`config.mk`:
```
export PLATFORM = sky130hd
export DESIGN_NAME = cdc_bits_filt
export DESIGN_NICKNAME = d
export VERILOG_FILES = /design/src/rtl/cdc_bits_filt.sv
export SDC_FILE = /design/constraint.sdc
export NUM_CORES = 1
export LEC_CHECK = 0
export BUFFER_PORTS_ARGS = -buffer_cell sky130_fd_sc_hd__buf_4
export CAP_MARGIN = 20
export CORE_AREA = 2 2 39 41
export DETAILED_ROUTE_END_ITERATION = 16
export DIE_AREA = 0 0 41 43
export SLEW_MARGIN = 40
export SYNTH_ARGS = -nofsm -noshare
export SYNTH_HDL_FRONTEND = slang
export SYNTH_SLANG_ARGS = --single-unit
```
`constraint.sdc`:
```
create_clock -name dst_clk -period 1.51 [get_ports dst_clk]
set_input_delay 0.302 -clock dst_clk [delete_from_list [all_inputs] [get_ports dst_clk]]
set_output_delay 0.302 -clock dst_clk [all_outputs]
set_load 0.01 [all_outputs]
```
`src/rtl/cdc_bits_filt.sv`:
```
// Per-bit asynchronous input conditioner: multi-flop synchronizer, persistence filter,
// and registered one-cycle rise/fall pulses on the filtered level.
module cdc_bits_filt #(
  parameter int unsigned      WIDTH       = 1,
  parameter int unsigned      STAGES      = 4,
  parameter int unsigned      FILT_CYCLES = 16,
  parameter logic [WIDTH-1:0] RESET_VAL   = '0
) (
  input  logic             dst_clk,
  input  logic             dst_rst_n,
  input  logic [WIDTH-1:0] src,
  output logic [WIDTH-1:0] dst_sync,
  output logic [WIDTH-1:0] dst,
  output logic [WIDTH-1:0] dst_rise,
  output logic [WIDTH-1:0] dst_fall
);

  localparam int unsigned     CntW   = $clog2(FILT_CYCLES + 1);
  localparam logic [CntW-1:0] CntMax = CntW'(FILT_CYCLES - 1);

  if (WIDTH < 1) begin : g_bad_width
    $error("cdc_bits_filt: WIDTH must be >= 1");
  end
  if (STAGES < 2) begin : g_bad_stages
    $error("cdc_bits_filt: STAGES must be >= 2");
  end
  if (FILT_CYCLES < 1) begin : g_bad_filt
    $error("cdc_bits_filt: FILT_CYCLES must be >= 1");
  end

  // Stage 0 is the metastable capture flop; pure shift, nothing between stages.
  (* ASYNC_REG = "TRUE" *) logic [STAGES-1:0][WIDTH-1:0] sync_q;

  always_ff @(posedge dst_clk or negedge dst_rst_n) begin
    if (!dst_rst_n) begin
      sync_q <= {STAGES{RESET_VAL}};
    end else begin
      sync_q <= {sync_q[STAGES-2:0], src};
    end
  end

  assign dst_sync = sync_q[STAGES-1];

  logic [WIDTH-1:0][CntW-1:0] cnt_q, cnt_d;
  logic [WIDTH-1:0]           dst_q, dst_d;
  logic [WIDTH-1:0]           rise_q, rise_d;
  logic [WIDTH-1:0]           fall_q, fall_d;

  always_comb begin
    cnt_d  = '0;
    dst_d  = dst_q;
    rise_d = '0;
    fall_d = '0;
    for (int unsigned i = 0; i < WIDTH; i++) begin
      if (dst_sync[i] != dst_q[i]) begin
        if (cnt_q[i] == CntMax) begin
          // Mismatch has persisted long enough: accept and restart the count.
          dst_d[i]  = dst_sync[i];
          rise_d[i] = dst_sync[i];
          fall_d[i] = ~dst_sync[i];
        end else begin
          cnt_d[i] = cnt_q[i] + CntW'(1);
        end
      end
    end
  end

  always_ff @(posedge dst_clk or negedge dst_rst_n) begin
    if (!dst_rst_n) begin
      cnt_q  <= '0;
      dst_q  <= RESET_VAL;
      rise_q <= '0;
      fall_q <= '0;
    end else begin
      cnt_q  <= cnt_d;
      dst_q  <= dst_d;
      rise_q <= rise_d;
      fall_q <= fall_d;
    end
  end

  assign dst      = dst_q;
  assign dst_rise = rise_q;
  assign dst_fall = fall_q;

endmodule
```
==> out/metrics.cfg <==
[yosys]
ys_ff_latch = 12
synth_most_common_cell = dfrtp_1
seq_area_frac_synth_pct = 70.80
synthTopCellsByCount = dfrtp_1, xor2_1, nand2_1, nor2_1, nor3b_1
synth_top_area_share_pct = 70.80
syn_area_per_cell_um2 = 15.15
synth_area_um2 = 424.2
synth_ff_type = dfrtp_1
synth_cell_types = 12
synth_area_leaders = dfrtp_1, xor2_1, mux2_4
syn_nets = 32
yosysTopAreaCell = dfrtp_1
async_flop_share_pct = 100.0
synth-edff-count = 0
syn-instance-count = 28
yosysWarnings = 0

[layout]
fin_area_um2 = 535.5
final_nets = 44
fin_cells = 55
nFillCells = 141
area_growth_pct = 26.25
diodes = 0
drive_gt1_share_pct = 33.33

[power]
p_comb_share_pct = 4.8
sw_frac_of_total_pct = 20.54
peakVddDrop_mv = 0.6996
leakage_uw = 0.0002929
power_frac_seq_pct = 55.0
power.switching_uw = 127.7
power-per-cell-area_nw_per_um2 = 1161
clkPwrFrac_pct = 40.2
intPower_uw = 494.1

[cts]
htree_levels = 1
cts_buffers = 3
post_cts_resized = 0
numClockSinks = 12
cts_tree = built
cts.path.max_buffers = 2
worstSkewPairLatency_ps = 270
clockRootBuffer = clkbuf_4
cts.clk_slew.worst_paths_ps = 80

[routing]
vias = 249
drc = 0
wire_per_inst_um = 13.44
dr.pass1.iters = 2
drt_iter0_drc = 2
routed_wl_um = 739
ant_nets = 0
viasPerCell = 4.527

[setup_path]
crit_slowest_cell = dfrtp_1
crit_type = reg2reg
crit_path_end_kind = register
arrival_ps = 1410
crit_required_ps = 1670
cp-start-kind = register
max_stage_delay_ps = 380
critPathMaxFanout = 5
crit_chain = ha_1 -> nand4b_2 -> mux2_4

[floorplan]
fp-row-count = 14
dieHeight_um = 43
ios = 7
initial_core_util_pct = 30.65
coreArea_um2 = 1384
dieArea_um2 = 1763
die_w_um = 41

[timing]
setup-tns-final_ps = 0
max_slew.worst_pin.slew_ps = 260.6
fin_skew_ps = 6.485
finalSetupViolations = 0
fin_crit_sh_pct = 82.69
hold_viol = 0
fin_hold_ws_ps = 139.5
fin_crit_ps = 1249
rsz0062_at_grt = no
drv_slew = 0
fmax_mhz = 800.9
slew_headroom_pct = 82.57

[global_route]
grt_start_max_net_pins = 13
antenna_found_initial = 0
gr-usage-all-layers_pct = 12.51
grt_pass1_vias = 283
grt.overflow.total = 0
grt_pass1_wl_um = 1311

[placed_design]
placed_cells = 50
place.gp.congestion = 0.6218
dpl_cell_area_um2 = 489.2
place_hpwl_um = 542.7
port_buffers = 6

[hold_path]
hp-class = in2reg

[status]
status = complete, no violations

[job]
maxCapViolCount = 0

-- cell families after synthesis --
kind of cell               count (synthesis)  share of synthesized area (%)
DFF                                       12                          70.80
xor gates and xnor gates                   3                          6.196
and+or+nand+nor                           10                          15.04
AOI/OAI and AO/OA                          1                          1.476
muxes                                      1                          3.539
adders and majority gates                  1                          2.949
-- metal layers --
| metal | vias to the layer above | GRT usage [%] | share of wire, % | wire length, um |
|---|---|---|---|---|
| met5 | - | 0 | 0 | 0 |
| met4 | 0 | 6.000 | 1.1 | 8 |
| met3 | 2 | 9.424 | 6.0 | 44 |
| met2 | 7 | 18.44 | 56 | 416 |
| met1 | 122 | 12.41 | 36 | 269 |
| li1 | 118 | - | - | - |
-- worst paths after layout --
kind	cells past startpoint	startpoint	slack (ps)	end
max	3	cnt_q[0]	260	dst
min	1	src	140	sync_q[0]
max reg2reg	3	cnt_q[0]	260	dst
min reg2reg	0	sync_q[1]	350	sync_q[2]
max in group asynchronous	2	dst_rst_n	960	cnt_q[1]
min in group asynchronous	2	dst_rst_n	390	dst
-- power by group through the flow --
stage	registers, uW	clock network, uW	logic, uW
finish	342	250	29.6
global route	344	283	34.9
CTS	343	257	30.7
detailed placement	349	0	28.5
global placement	347	0	25.3
floorplan	347	0	11.8
-- per-stage QoR --
step | utilization, % | worst slack, ps | power (uW)
6_report | 38.70 | 261.3 | 621.8
5_1_grt | 38.70 | 175.2 | 661.6
2_1_floorplan | - | 349.7 | 358.6
3_3_place_gp | 35.35 | 327.6 | 372.2
4_1_cts | 38.70 | 236.8 | 630.6
3_5_place_dp | 35.35 | 239.4 | 377.1
-- worst max-delay path, delay by kind of cell, from the launching register on --
| kind | cells | cell delay (ps) |
|---|---|---|
| simple gates | 1 | 190 |
| mux | 1 | 330 |
| fa+ha+maj | 1 | 240 |
| flops | 1 | 380 |
-- placed cells by master (no fill, tap or decap) --
cell type and instances:
mux2_4 1, nor2_1 2, dlygate4sd3_1 1, dfrtp_1 12, ha_1 1, a31oi_1 1, nor3b_1 2, nand4b_2 1
nand2_1 2, and2_1 1, buf_4 6, clkbuf_8 1, and3_2 1, clkbuf_4 3, xor2_1 3, nand3_1 1
-- layout make-up --
cell class | count | area, um^2 | area share [%]
multi-input combinational | 16 | 123.9 | 23.13
tap | 16 | 20.02 | 3.738
timing repair buffer | 7 | 55.05 | 10.28
clock buffer | 4 | 36.28 | 6.776
sequential | 12 | 300.3 | 56.07
-- flip-flops by register name, summed over array words and instances (netlist names) --
name      count
cnt_q         5
dst           1
dst_fall      1
dst_rise      1
dst_sync      1
sync_q        3
-- timing repair --
action                    4_1_cts  5_1_grt
hold buffers                    1        0
hold endpoints to repair       12        0
setup buffers                   0        0
No activity file was read; power rests on OpenSTA's default activity.
